**config.mk**
```make
export PLATFORM = sky130hd
export DESIGN_NAME = udp_checksum_ctrl
export DESIGN_NICKNAME = d
export VERILOG_FILES = /design/src/rtl/udp_checksum_ctrl_pkg.sv /design/src/rtl/udp_checksum_ctrl_fold.sv /design/src/rtl/udp_checksum_ctrl.sv
export SDC_FILE = /design/constraint.sdc
export NUM_CORES = 1
export LEC_CHECK = 0
export CAP_MARGIN = 20
export CORE_MARGIN = 5
export CORE_UTILIZATION = 58
export DETAILED_ROUTE_END_ITERATION = 8
export GPL_ROUTABILITY_DRIVEN = 0
export PLACE_DENSITY = 0.82
export SKIP_CTS_REPAIR_TIMING = 1
export SLEW_MARGIN = 5
export SYNTH_ARGS = -nofsm -noshare
export SYNTH_HDL_FRONTEND = slang
export SYNTH_HIERARCHICAL = 1
export SYNTH_SLANG_ARGS = --single-unit
```
**constraint.sdc**
```tcl
create_clock -name i_clk -period 3.69 [get_ports i_clk]
set_clock_uncertainty 0.1 [all_clocks]
set_input_delay 0.738 -clock i_clk [delete_from_list [all_inputs] [get_ports i_clk]]
set_output_delay 0.738 -clock i_clk [all_outputs]
set_load 0.1 [all_outputs]
```
**src/rtl/udp_checksum_ctrl_pkg.sv**
```systemverilog
// Shared types and constants for the UDP checksum verification sequencer.
package udp_csum_pkg;

    typedef enum logic [2:0] {
        IDLE,
        ACCUM,
        FOLD1,
        FOLD2,
        DONE
    } state_t;

    localparam logic [15:0] CSUM_NEG_ZERO         = 16'hFFFF;
    localparam int          IPV4_PSEUDO_HDR_WORDS = 6;

endpackage

```
**src/rtl/udp_checksum_ctrl_fold.sv**
```systemverilog
// One end-around-carry fold of the wide accumulator into its low half.
module ones_comp_fold #(
    parameter int ACC_W = 32
) (
    input  logic [ACC_W-1:0] acc,
    output logic [ACC_W-1:0] folded
);

    assign folded = ACC_W'(acc[15:0]) + ACC_W'(acc[ACC_W-1:16]);

endmodule

```
**src/rtl/udp_checksum_ctrl.sv**
```systemverilog
// UDP checksum sequencer: accumulate words, fold twice, report sum/pass.
// Optional UDP_CSUM_ZERO_BYPASS_EN: a zero checksum field forces a pass.
module udp_checksum_ctrl
    import udp_csum_pkg::*;
#(
    parameter int LEN_W         = 16,
    parameter int ACC_W         = 32,
    parameter int CSUM_WORD_IDX = IPV4_PSEUDO_HDR_WORDS + 3
) (
    input  logic             i_clk,
    input  logic             i_rst,
    input  logic             i_start,
    input  logic [LEN_W-1:0] i_len_words,
    input  logic             i_word_valid,
    input  logic [15:0]      i_word,
    output logic             o_word_ready,
    output logic             o_busy,
    output logic             o_done,
    output logic [15:0]      o_sum,
    output logic             o_checksum_ok,
    output logic             o_len_err
);

    state_t             state_q;
    state_t             state_d;
    logic [ACC_W-1:0]   acc_q;
    logic [ACC_W-1:0]   fold_out;
    logic [LEN_W-1:0]   count_q;
    logic               xfer;
    logic               len_zero;

`ifdef UDP_CSUM_ZERO_BYPASS_EN
    localparam int IDX_W = $clog2(CSUM_WORD_IDX + 2);
    logic [IDX_W-1:0]   idx_q;
    logic               bypass_q;
`endif

    ones_comp_fold #(
        .ACC_W (ACC_W)
    ) u_fold (
        .acc    (acc_q),
        .folded (fold_out)
    );

    assign xfer     = i_word_valid && o_word_ready;
    assign len_zero = (i_len_words == '0);

    always_ff @(posedge i_clk) begin
        if (i_rst) begin
            state_q <= IDLE;
        end else begin
            state_q <= state_d;
        end
    end

    always_comb begin
        state_d      = state_q;
        o_busy       = (state_q != IDLE);
        o_word_ready = (state_q == ACCUM);
        o_done       = (state_q == DONE);
        unique case (state_q)
            IDLE: begin
                if (i_start) begin
                    state_d = len_zero ? DONE : ACCUM;
                end
            end
            ACCUM: begin
                if (xfer && count_q == LEN_W'(1)) begin
                    state_d = FOLD1;
                end
            end
            FOLD1:   state_d = FOLD2;
            FOLD2:   state_d = DONE;
            DONE:    state_d = IDLE;
            default: state_d = IDLE;
        endcase
    end

    always_ff @(posedge i_clk) begin
        if (i_rst) begin
            acc_q         <= '0;
            count_q       <= '0;
            o_sum         <= '0;
            o_checksum_ok <= 1'b0;
            o_len_err     <= 1'b0;
`ifdef UDP_CSUM_ZERO_BYPASS_EN
            idx_q         <= '0;
            bypass_q      <= 1'b0;
`endif
        end else begin
            unique case (state_q)
                IDLE: begin
                    if (i_start) begin
`ifdef UDP_CSUM_ZERO_BYPASS_EN
                        idx_q    <= '0;
                        bypass_q <= 1'b0;
`endif
                        if (len_zero) begin
                            o_len_err     <= 1'b1;
                            o_sum         <= '0;
                            o_checksum_ok <= 1'b0;
                        end else begin
                            count_q <= i_len_words;
                            acc_q   <= '0;
                        end
                    end
                end
                ACCUM: begin
                    if (xfer) begin
                        acc_q   <= acc_q + ACC_W'(i_word);
                        count_q <= count_q - LEN_W'(1);
`ifdef UDP_CSUM_ZERO_BYPASS_EN
                        if (idx_q != IDX_W'(CSUM_WORD_IDX + 1)) begin
                            idx_q <= idx_q + IDX_W'(1);
                        end
                        if (idx_q == IDX_W'(CSUM_WORD_IDX) && i_word == 16'h0000) begin
                            bypass_q <= 1'b1;
                        end
`endif
                    end
                end
                FOLD1: begin
                    acc_q <= fold_out;
                end
                FOLD2: begin
                    // Results are registered here so they are valid during DONE.
                    acc_q     <= fold_out;
                    o_sum     <= fold_out[15:0];
                    o_len_err <= 1'b0;
`ifdef UDP_CSUM_ZERO_BYPASS_EN
                    o_checksum_ok <= (fold_out[15:0] == CSUM_NEG_ZERO) || bypass_q;
`else
                    o_checksum_ok <= (fold_out[15:0] == CSUM_NEG_ZERO);
`endif
                end
                default: ;
            endcase
        end
    end

endmodule

```
# Word-level counts from Yosys, hierarchy flattened
# Index checks and enable logic that the tools add are counted.
[classes]
n_lt_le_gt_ge = 0
n_reduce_logical = 13
n_div = 0
n_eq_ne = 11
mux = 21
bitwise_logic = 0
n_shift = 0
addsub = 3
mul = 0
[op_table]
columns = ["operator", "count"]
rows = [
  ["$mux 32", 3],
  ["$pmux 32 s3", 1],
  ["$mux 16", 5],
  ["$pmux 16 s2", 2],
  ["$add 32x16->32", 1],
  ["$add 16x16->17", 1],
  ["$eq 16x1->1 const B", 1],
  ["$eq 16x16->1 const B", 1],
  ["$logic_not 16->1", 1],
  ["$sub 16x1->16 const B", 1],
  ["$pmux 3 s4", 1],
  ["$mux 3", 3],
  ["$reduce_and 4->1", 2],
  ["$eq 3x2->1 const B", 2],
  ["$ne 2x2->1 const B", 3],
  ["$reduce_bool 3->1", 2],
  ["$mux 1", 4],
  ["$ne 2x1->1 const B", 2],
  ["$pmux 1 s2", 2],
  ["$reduce_bool 2->1", 2],
  ["$eq 3x1->1 const B", 1],
  ["$eq 3x3->1 const B", 1],
  ["$logic_not 3->1", 1],
  ["$reduce_and 3->1", 1],
  ["other kinds (3)", 4],
]
[totals]
ff_bits = 69
wordCells = 54
output_inout_bits = 21
latchBits = 0
in_bits = 36
rom_bits = 0
memories = 0
ram_bits = 0

# Longest topological paths before layout
# Gate-level depths: netlist (run 1).
[logic_depth]
ltp_word = 5
mapped_depth = 11
mapped_depth_nobuf = 11

# By module
# Netlist (run 1), hierarchy kept.
[by_module_without_submodules]
columns = ["mod", "area_per_inst_um2", "n_inst", "seq_area_each_um2", "cells_per_inst"]
rows = [
  ["udp_checksum_ctrl", 4360.4, 1, 1381.3, 563],
  ["ones_comp_fold", 860.8, 1, 0.0, 113],
]

# Worst setup path after synthesis (run 1)
# OpenSTA, ideal clock, no wires.
[synth_path]
path_kind = "register to output"
from = "register state_q[1]"
to = "output o_done"
t_required_ps = 2852
path_stages_with_launch = 4
slack_ps = -104
path_buffers = 2
arrival_ps = 2956
path_cell_list = "dfxtp_1 > clkbuf_1 > buf_1 > nor3b_1"
[synth_between]
elab_chain_len = 1
[synth_rtl]
columns = ["item", "line", "text"]
rows = [
  ["start: declaration", "udp_checksum_ctrl.sv:24", "state_t state_q;"],
  ["start signal: assignment", "udp_checksum_ctrl.sv:52", "state_q <= state_d;"],
  ["$eq 3x3->1", "udp_checksum_ctrl.sv:60", "o_done = (state_q == DONE);"],
  ["end: declaration", "udp_checksum_ctrl.sv:18", "output logic o_done,"],
]
# Every way passes these cells.

# Worst setup path in the final report (run 1)
[layout_path]
from = "input i_word[0]"
to = "register acc_q[14]"
[layout_between]
elab_chain_len = 3
[layout_rtl]
columns = ["item", "line", "text"]
rows = [
  ["start: declaration", "udp_checksum_ctrl.sv:15", "input logic [15:0] i_word,"],
  ["$add 32x16->32", "udp_checksum_ctrl.sv:110", "acc_q <= acc_q + ACC_W'(i_word);"],
  ["$mux 32", "udp_checksum_ctrl.sv:109", "if (xfer) begin"],
  ["$pmux 32 s3", "udp_checksum_ctrl.sv:91", "unique case (state_q)"],
  ["end signal: assignment", "udp_checksum_ctrl.sv:110", ""],
  ["end signal: assignment", "udp_checksum_ctrl.sv:123", "acc_q <= fold_out;"],
  ["end signal: assignment", "udp_checksum_ctrl.sv:127", "acc_q <= fold_out;"],
  ["end: declaration", "udp_checksum_ctrl.sv:26", "logic [ACC_W-1:0] acc_q;"],
]
# Every way passes these cells. The select of a mux whose other input is x is not followed.
# A chain may end at the register's enable or synchronous reset.

==> results of run 1 <==
[worst min path at each step]
stage	end	slack [ns]	cells past startpoint
global route	o_checksum_ok	0.42	2
detailed placement	o_checksum_ok	0.35	2
global placement	o_checksum_ok	0.35	2
floorplan	count_q[14]	0.35	2
finish	o_checksum_ok	0.37	2
CTS	o_checksum_ok	0.37	2
[worst min-delay path, stage by stage, from the launching register on]
cell and delay (ns):
dfxtp_1 0.32, nand2_1 0.05, a21oi_1 0.05
[cell type report]
cell class                      instances  area [sq um]  share of cell area
Tap cell                              108         135.1             0.02247
Multi-Input combinational cell        559          3596              0.5980
Clock buffer                            9         123.9             0.02060
Timing Repair Buffer                   70         665.6              0.1107
Inverter                                8         30.03            0.004994
Clock inverter                          7         81.33             0.01352
Sequential cell                        69          1381              0.2297
[state kept, by name, summed over array words and instances (netlist names)]
signal	count
o_sum	16
o_checksum_ok	1
acc_q	32
count_q	16
o_len_err	1
state_q	3
[cells in the mapped netlist (7+ instances only)]
library cell  count  area [sq um]
a221oi_1         15         131.4
clkbuf_1         29         108.9
dfxtp_1          69          1381
xnor2_1          12         105.1
o31ai_1           7         52.55
inv_1             8         30.03
nand3_1          20         100.1
a21oi_1          53         265.3
nand2_1          53         198.9
and3_1           10         62.56
a211oi_1         12         90.09
xor2_1           12         105.1
o21ai_0          29         145.1
nor3_1           27         135.1
o22ai_1          15         93.84
a22oi_1          28         210.2
nor4_1            8         50.05
buf_4            16         120.1
buf_2             7         35.03
nor2_1           85         319.1
a21o_1           14         105.1
nor2b_1           9         56.30
nand4_1          11         68.82
ha_1             34         425.4
[per-layer routing]
layer | wire, um | part of all wire | track usage | up-vias
met1 | 6432 | 0.42 | 0.3734 | 2532
met3 | 1509 | 0.098 | 0.06535 | 34
met2 | 7043 | 0.46 | 0.4240 | 305
met5 | 0 | 0 | 0 | -
li1 | - | - | - | 2595
met4 | 342 | 0.022 | 0.1014 | 0
[kinds of logic (layout without fill, tap and decap cells)]
group | Yosys count | count (layout) | share of synthesized area
AO/OA/AOI/OAI | 226 | 226 | 0.3027
multiplexers | 6 | 6 | 0.01150
flip-flops | 69 | 69 | 0.2646
AND/OR/NAND/NOR | 252 | 252 | 0.2334
buffers and inverters | 62 | 94 | 0.05775
XOR/XNOR | 24 | 24 | 0.04026
adder cells (fa/ha/maj) | 36 | 36 | 0.08915
other | 1 | 15 | 0.0007182
[power groups by stage]
| stage | combinational (mW) | sequential, mW | clock, mW |
|---|---|---|---|
| floorplan | 0.456 | 0.828 | 0 |
| global placement | 0.591 | 0.841 | 0 |
| detailed placement | 0.607 | 0.843 | 0 |
| CTS | 0.614 | 0.826 | 0.675 |
| global route | 0.682 | 0.833 | 0.720 |
| finish | 0.626 | 0.827 | 0.675 |
[through the flow]
step | util | total power [mW]
2_1_floorplan | - | 1.284
3_3_place_gp | 0.6619 | 1.431
3_5_place_dp | 0.6619 | 1.450
4_1_cts | 0.6853 | 2.115
5_1_grt | 0.6862 | 2.235
6_report | 0.6862 | 2.128
==> out/qor.txt, run 1 <==
sw frac = 0.3661
register bit total from synthesis = 69
Post-Place Cells = 813
CTS Sinks = 69
DP Wirelength = 10880 um
EDFF count, synth = 0
cell area after layout = 6013 sq um
CTS root buffer = clkbuf_8
vias = 5466
commonest non-fill, non-tap cell in the layout = nor2_1
drt wl/cell = 18.47 um
largest net degree at the start of global routing = 44
status = completed
die width = 104.9 um
Int Pwr = 1.349 mW
die area = 11000 sq um
row count = 34
WL final = 15330 um
critical-path cell list = clkdlybuf4s50_1 > ha_1 > fa_1 > a211oi_1 > o21bai_1 > a211o_1 > a311o_1 > xor2_1 > a221oi_2 > nor3_1
Place WS = 0.01798 ns
fmax = 0.3007 GHz
# Max-Cap Violations = 0
Worst-Margin Slew = 0.9980 ns
ratio of cells with drive above 1 in the final layout = 0.08172
crit-path leading delay family = compound AO/OA/AOI/OAI gates
Initial Utilization = 0.5958
antenna cells = 0
Critical Path Fanout Max = 3
drt via density = 6.586
sequential area share after synthesis = 0.2646
Area Overhead vs Synth = 15.17%
CP Launch Point = i_word[0]
DRC = 0
# IOs = 57
I/O Buffers = 56
CORE AREA = 8763 sq um
CTS tree = done
combinational share of power = 0.294
setup TNS = 0 ns
CP Data Required Time = 3.82 ns
unrepaired setup endpoints after global routing = false
worst skew pair latency = 0.36 ns
P_leak = 2.458 nW
Slew HR = 0.3326
Final setup viols = 0
Psw = 0.7792 mW
Syn Inst Count = 676
worst r2r src = acc_q[16]
First DRT Iteration DRCs = 334
Syn. warnings = 6
total gr overflow = 0
first-pass GRT wire length = 25570 um
register share of total power = 0.388
asr flop ratio synth = 0
Slew Viols, Final = 0
initial antenna violation count = 0
Slowest-stage cell, CP = fa_1
CTS max path bufs = 2
syn_area_per_cell = 7.724 sq um
Crit path largest cell delay = 0.41 ns
gr usage total = 0.2748
post-synth cell types = 77
fin cells = 830
worst reg2reg setup slack = 0.49 ns
worst r2r dst = o_checksum_ok
crit path to = acc_q[14]
Area after DPL = 5801 sq um
drt first pass iters = 5
Final min period = 3.326 ns
final setup margin = 0.3642 ns
IR drop worst, VDD = 0.2848 mV
CP Launch Type = primary input
Min-Delay Path Class = reg2reg
crit end category = flip-flop
Critical Path Stages = 10
hold path start = o_checksum_ok
WP buf/inv = 1
Post-DRT Antenna Nets = 0
final worst-path cycle share = 0.9013
Die Span Y = 104.9 um
Clk pwr share = 0.317
pwr/cell area = 353.9 nW/um^2
CTS buffer count = 9
Post-Syn Area = 5221 sq um
WS Path Type = in2reg
Fillers = 751
Hold WS = 0.3703 ns
crit path DAT = 3.45 ns
number of global-route vias before repair = 5249
Worst-path clk slew = 0.09 ns
Post-synth top flop = dfxtp_1
most frequent cells in the layout = nor2_1 (85), dfxtp_1 (69), nand2_1 (53), a21oi_1 (53), clkdlybuf4s50_1 (52)
Reg2Reg Depth = 11
Layout Nets = 789
Hold Violations, Final = 0
CTS H-tree lvls = 3
No activity file was read; power rests on OpenSTA's default activity.
==> run 2, diff against run 1 <==
Settings changed: RECOVER_POWER from default to 100.
==> run 2 against run 1 <==
- worst hold slack worse by 0.0047 ns
- sequential share of layout area grew 0.18 points
- design area fell by 0.77%
- utilization decreased by 0.53 points
- setup slack lost 0.16 ns
- routed wire length rose by 0.20%
- final cell count stayed put
- count of clock-buffer cells in the layout is the same
- critical path type unchanged
- highest routed layer unchanged
==> out/qor.txt, run 2 (synthesis gave the netlist of run 1 again) <==
DRC = 0
gr usage total = 0.2748
max reg flops = 32
fmax = 0.2871 GHz
WS Path Type = in2reg
ratio of cells with drive above 1 in the final layout = 0.06787
Fillers = 765
setup TNS = 0 ns
cell area after layout = 5967 sq um
fin cells = 830
die area = 11000 sq um
CTS max path bufs = 2
Min-Delay Path Class = reg2reg
first-pass GRT wire length = 25570 um
drt wl/cell = 18.50 um
CTS root buffer = clkbuf_8
crit path DAT = 3.67 ns
Final setup viols = 0
crit end category = flip-flop
commonest non-fill, non-tap cell in the layout = nor2_1
WL final = 15360 um
final setup margin = 0.2068 ns
Area Overhead vs Synth = 14.28%
IR drop worst, VDD = 0.2851 mV
antenna cells = 0
CP Data Required Time = 3.88 ns
Largest regs = acc_q: 32 flops, count_q: 16 flops, o_sum: 16 flops
CTS Sinks = 69
CTS tree = done
Post-Place Cells = 813
final worst-path cycle share = 0.9440
Largest Register = acc_q
vias = 5493
total gr overflow = 0
most frequent cells in the layout = nor2_1 (85), dfxtp_1 (69), a21oi_1 (54), nand2_1 (53), ha_1 (34)
First DRT Iteration DRCs = 407
CTS H-tree lvls = 3
CORE AREA = 8763 sq um
unrepaired setup endpoints after global routing = false
status = completed
Final min period = 3.483 ns
Die Span Y = 104.9 um
DP Wirelength = 10880 um
initial antenna violation count = 0
worst skew pair latency = 0.36 ns
Layout Nets = 789
number of global-route vias before repair = 5249
Place WS = 0.01798 ns
Worst-Margin Slew = 1.194 ns
Slew Viols, Final = 0
P_leak = 2.506 nW
Post-DRT Antenna Nets = 0
Initial Utilization = 0.5958
worst reg2reg setup slack = 0.40 ns
Critical Path Fanout Max = 11
row count = 34
Hold Violations, Final = 0
largest net degree at the start of global routing = 44
Slew HR = 0.2072
die width = 104.9 um
drt via density = 6.618
pwr/cell area = 354.9 nW/um^2
# Max-Cap Violations = 0
drt first pass iters = 6
CTS buffer count = 9
Worst-path clk slew = 0.08 ns
Area after DPL = 5801 sq um
CP Launch Type = primary input
# IOs = 57
Hold WS = 0.3656 ns
I/O Buffers = 56
-- run 2: changes by cell type in the layout (fill, tap and decap cells not counted), sizes merged --
cell           before  now
clkdlybuf4s50      52   32
dlygate4sd3         0   20
buf                18   12
clkbuf              9   15
-- run 2: where the power goes --
| group | internal (mW) | total [mW] | switching [mW] |
|---|---|---|---|
| Sequential | 0.782 | 0.826 | 0.0439 |
| Clock | 0.322 | 0.675 | 0.353 |
| Combinational | 0.238 | 0.617 | 0.378 |
-- run 2: per-layer routing --
metal	global-route usage	wire [um]	vias to the layer above
li1	-	-	2598
met1	0.3734	6442	2540
met2	0.4240	7049	310
met3	0.06535	1483	45
met4	0.1014	383	0
met5	0	0	-
-- run 2: area by class of cell --
type,count,area [sq um],area share
tap,108,135.1,0.02265
multi-input combinational,559,3568,0.5980
timing repair buffer,70,646.9,0.1084
sequential,69,1381,0.2315
clock buffer,9,123.9,0.02076
clock inverter,7,81.33,0.01363
inverter,8,30.03,0.005033
-- run 2: worst max-delay path, cell delays in order --
cell and delay (ns):
dlygate4sd3_1 0.54, ha_1 0.23, fa_1 0.41, a211oi_1 0.28
o21bai_1 0.16, a211o_1 0.38, a31o_1 0.38, a22o_1 0.24
a31o_1 0.22, a21oi_1 0.11
-- run 2: path summary, 6_finish.rpt --
| path | endpoint | cells past startpoint | start |
|---|---|---|---|
| worst max-delay path | acc_q[22] | 10 | i_word[0] |
| worst max register to register | count_q[0] | 9 | state_q[1] |
| worst min register to register | o_checksum_ok | 2 | o_checksum_ok |
| worst min-delay path | o_checksum_ok | 2 | o_checksum_ok |
-- run 2: stage by stage --
step / util / power [mW]
final: 0.6809 / 2.118
after detailed placement: 0.6619 / 1.450
after global placement: 0.6619 / 1.431
after floorplan: - / 1.284
after CTS: 0.6853 / 2.115
after global routing: 0.6809 / 2.225
==> edit (flow settings as in run 1) <==
`ACC_W` is set to 32 in 2 places; all go to 48.
--- a/src/rtl/udp_checksum_ctrl_fold.sv
+++ b/src/rtl/udp_checksum_ctrl_fold.sv
@@ -1,6 +1,6 @@
 // One end-around-carry fold of the wide accumulator into its low half.
 module ones_comp_fold #(
-    parameter int ACC_W = 32
+    parameter int ACC_W = 48
 ) (
     input  logic [ACC_W-1:0] acc,
     output logic [ACC_W-1:0] folded
--- a/src/rtl/udp_checksum_ctrl.sv
+++ b/src/rtl/udp_checksum_ctrl.sv
@@ -4,7 +4,7 @@
     import udp_csum_pkg::*;
 #(
     parameter int LEN_W         = 16,
-    parameter int ACC_W         = 32,
+    parameter int ACC_W         = 48,
     parameter int CSUM_WORD_IDX = IPV4_PSEUDO_HDR_WORDS + 3
 ) (
     input  logic             i_clk,
Check against the original RTL: no difference found for any inputs over 4 cycles, from zero or initial values and one cycle with i_rst high; that may be too few to reach the edited logic, so the function may still have changed.
==> edit against run 1 <==
Critical path type is now flip-flop to flip-flop. Total power is 22% higher. Design area is 35% higher. Synthesized area is 35% higher. Highest routed layer unchanged. Critical path depth is 2 higher. Global-route usage is 3.3 points higher. Largest cell class unchanged. Setup slack worse by 0.12 ns. Core utilization is 0.89 points lower. Cell count is 36% higher. Die area is 31% higher. Sequential cell count is 16 higher. Maximum frequency is 3.5% lower. Routed wire length is 45% higher. Count of clock-buffer cells in the layout stayed put. Combinational power is 2% higher.
==> edit: results (changes against run 1) <==
[run_status]
outcome=finished clean

[pwr]
cell_internal_pwr_w=0.00168  ; +25%
powerComb_w=0.000639  ; +2%
p_seq_w=0.000993  ; +20%
switching_power_w=0.000911  ; +17%
ir_drop_mv=0.199  ; -30%

[cells_and_area]
layout-drive-gt1-share_pct=10.1  ; +2.0 points
nets=1045  ; +32%
reg.largest.list=acc_q x48, count_q x16, o_sum x16
final_cell_count_no_fill=1125  ; +36%

[logic_synthesis]
synth_compound_area_share_pct=30.0  ; -0.23 points
synth_xor_area_share_pct=4.72  ; +0.69 points
syn_area_per_cell_um2=7.61  ; -1.5%
synth_common_cells=97 x nor2_1, 85 x dfxtp_1, 83 x a21oi_1
synth.distinct_cells=88  ; +14%
synthAdderAreaFrac_pct=6.60  ; -2.3 points
yosysSeqAreaShare_pct=24.1  ; -2.3 points
synthTopCellsByArea=dfxtp_1 24%, ha_1 6.0%, a21oi_1 5.9%
synth_mux_area_share_pct=1.72  ; +0.57 points

[grt]
grtUsageMet2_pct=47.9  ; +5.5 points
use_met1_pct=40.2  ; +2.9 points
grt_pass1_wl_mm=36.2  ; +42%
use_met3_pct=6.59  ; +0.060 points
grt_usage_pct=30.8  ; +3.3 points

[worst_setup_path]
worst-path-max-fanout=7  ; +4
crit_arrival_ns=3.65  ; +0.20 ns
max_stage_delay_ns=0.47  ; +0.06 ns

[detailed_routing]
routedWlPerCell_um=19.8  ; +7.0%
drtIter0Drc=1106  ; +230%
avgViaCountPerCell=6.79  ; +3.1%
wl_met3_mm=2.56  ; +69%
drt-met1-wl_mm=8.82  ; +37%
met2_length_mm=9.88  ; +40%

[clock_network]
root_buffer=clkbuf_16

[placed_design]
dp_slack_ns=0.00370  ; -0.0143 ns
dpl_cell_area_mm2=0.00778  ; +34%

[sta]
maxSlewHeadroom_pct=29.9  ; -3.3 points

edit: cell count changes after synthesis, sizes merged, moves of 14 or more:
| cell | before | now |
|---|---|---|
| a21oi | 57 | 86 |
| a31oi | 6 | 20 |
| and3 | 10 | 27 |
| inv | 8 | 23 |
| dfxtp | 69 | 85 |
| nand3 | 20 | 37 |
| nand2 | 54 | 82 |
edit: layout make-up:
cell class / instances / area [µm²]
Clock buffer: 9 / 225
Clock inverter: 7 / 78.8
Fill cell: 1006 / 3860
Inverter: 23 / 86.3
Multi-Input combinational cell: 764 / 5000
Sequential cell: 85 / 1700
Tap cell: 147 / 184
Timing Repair Buffer: 90 / 828
edit: path summary, 6_finish.rpt:
check / startpoint / endpoint / slack, ns / cells past startpoint
setup / recovery: acc_q[16] / o_checksum_ok / 0.24 / 12
hold / removal: count_q[1] / count_q[1] / 0.39 / 2
setup reg to reg: acc_q[16] / o_checksum_ok / 0.24 / 12
hold reg to reg: count_q[1] / count_q[1] / 0.39 / 2
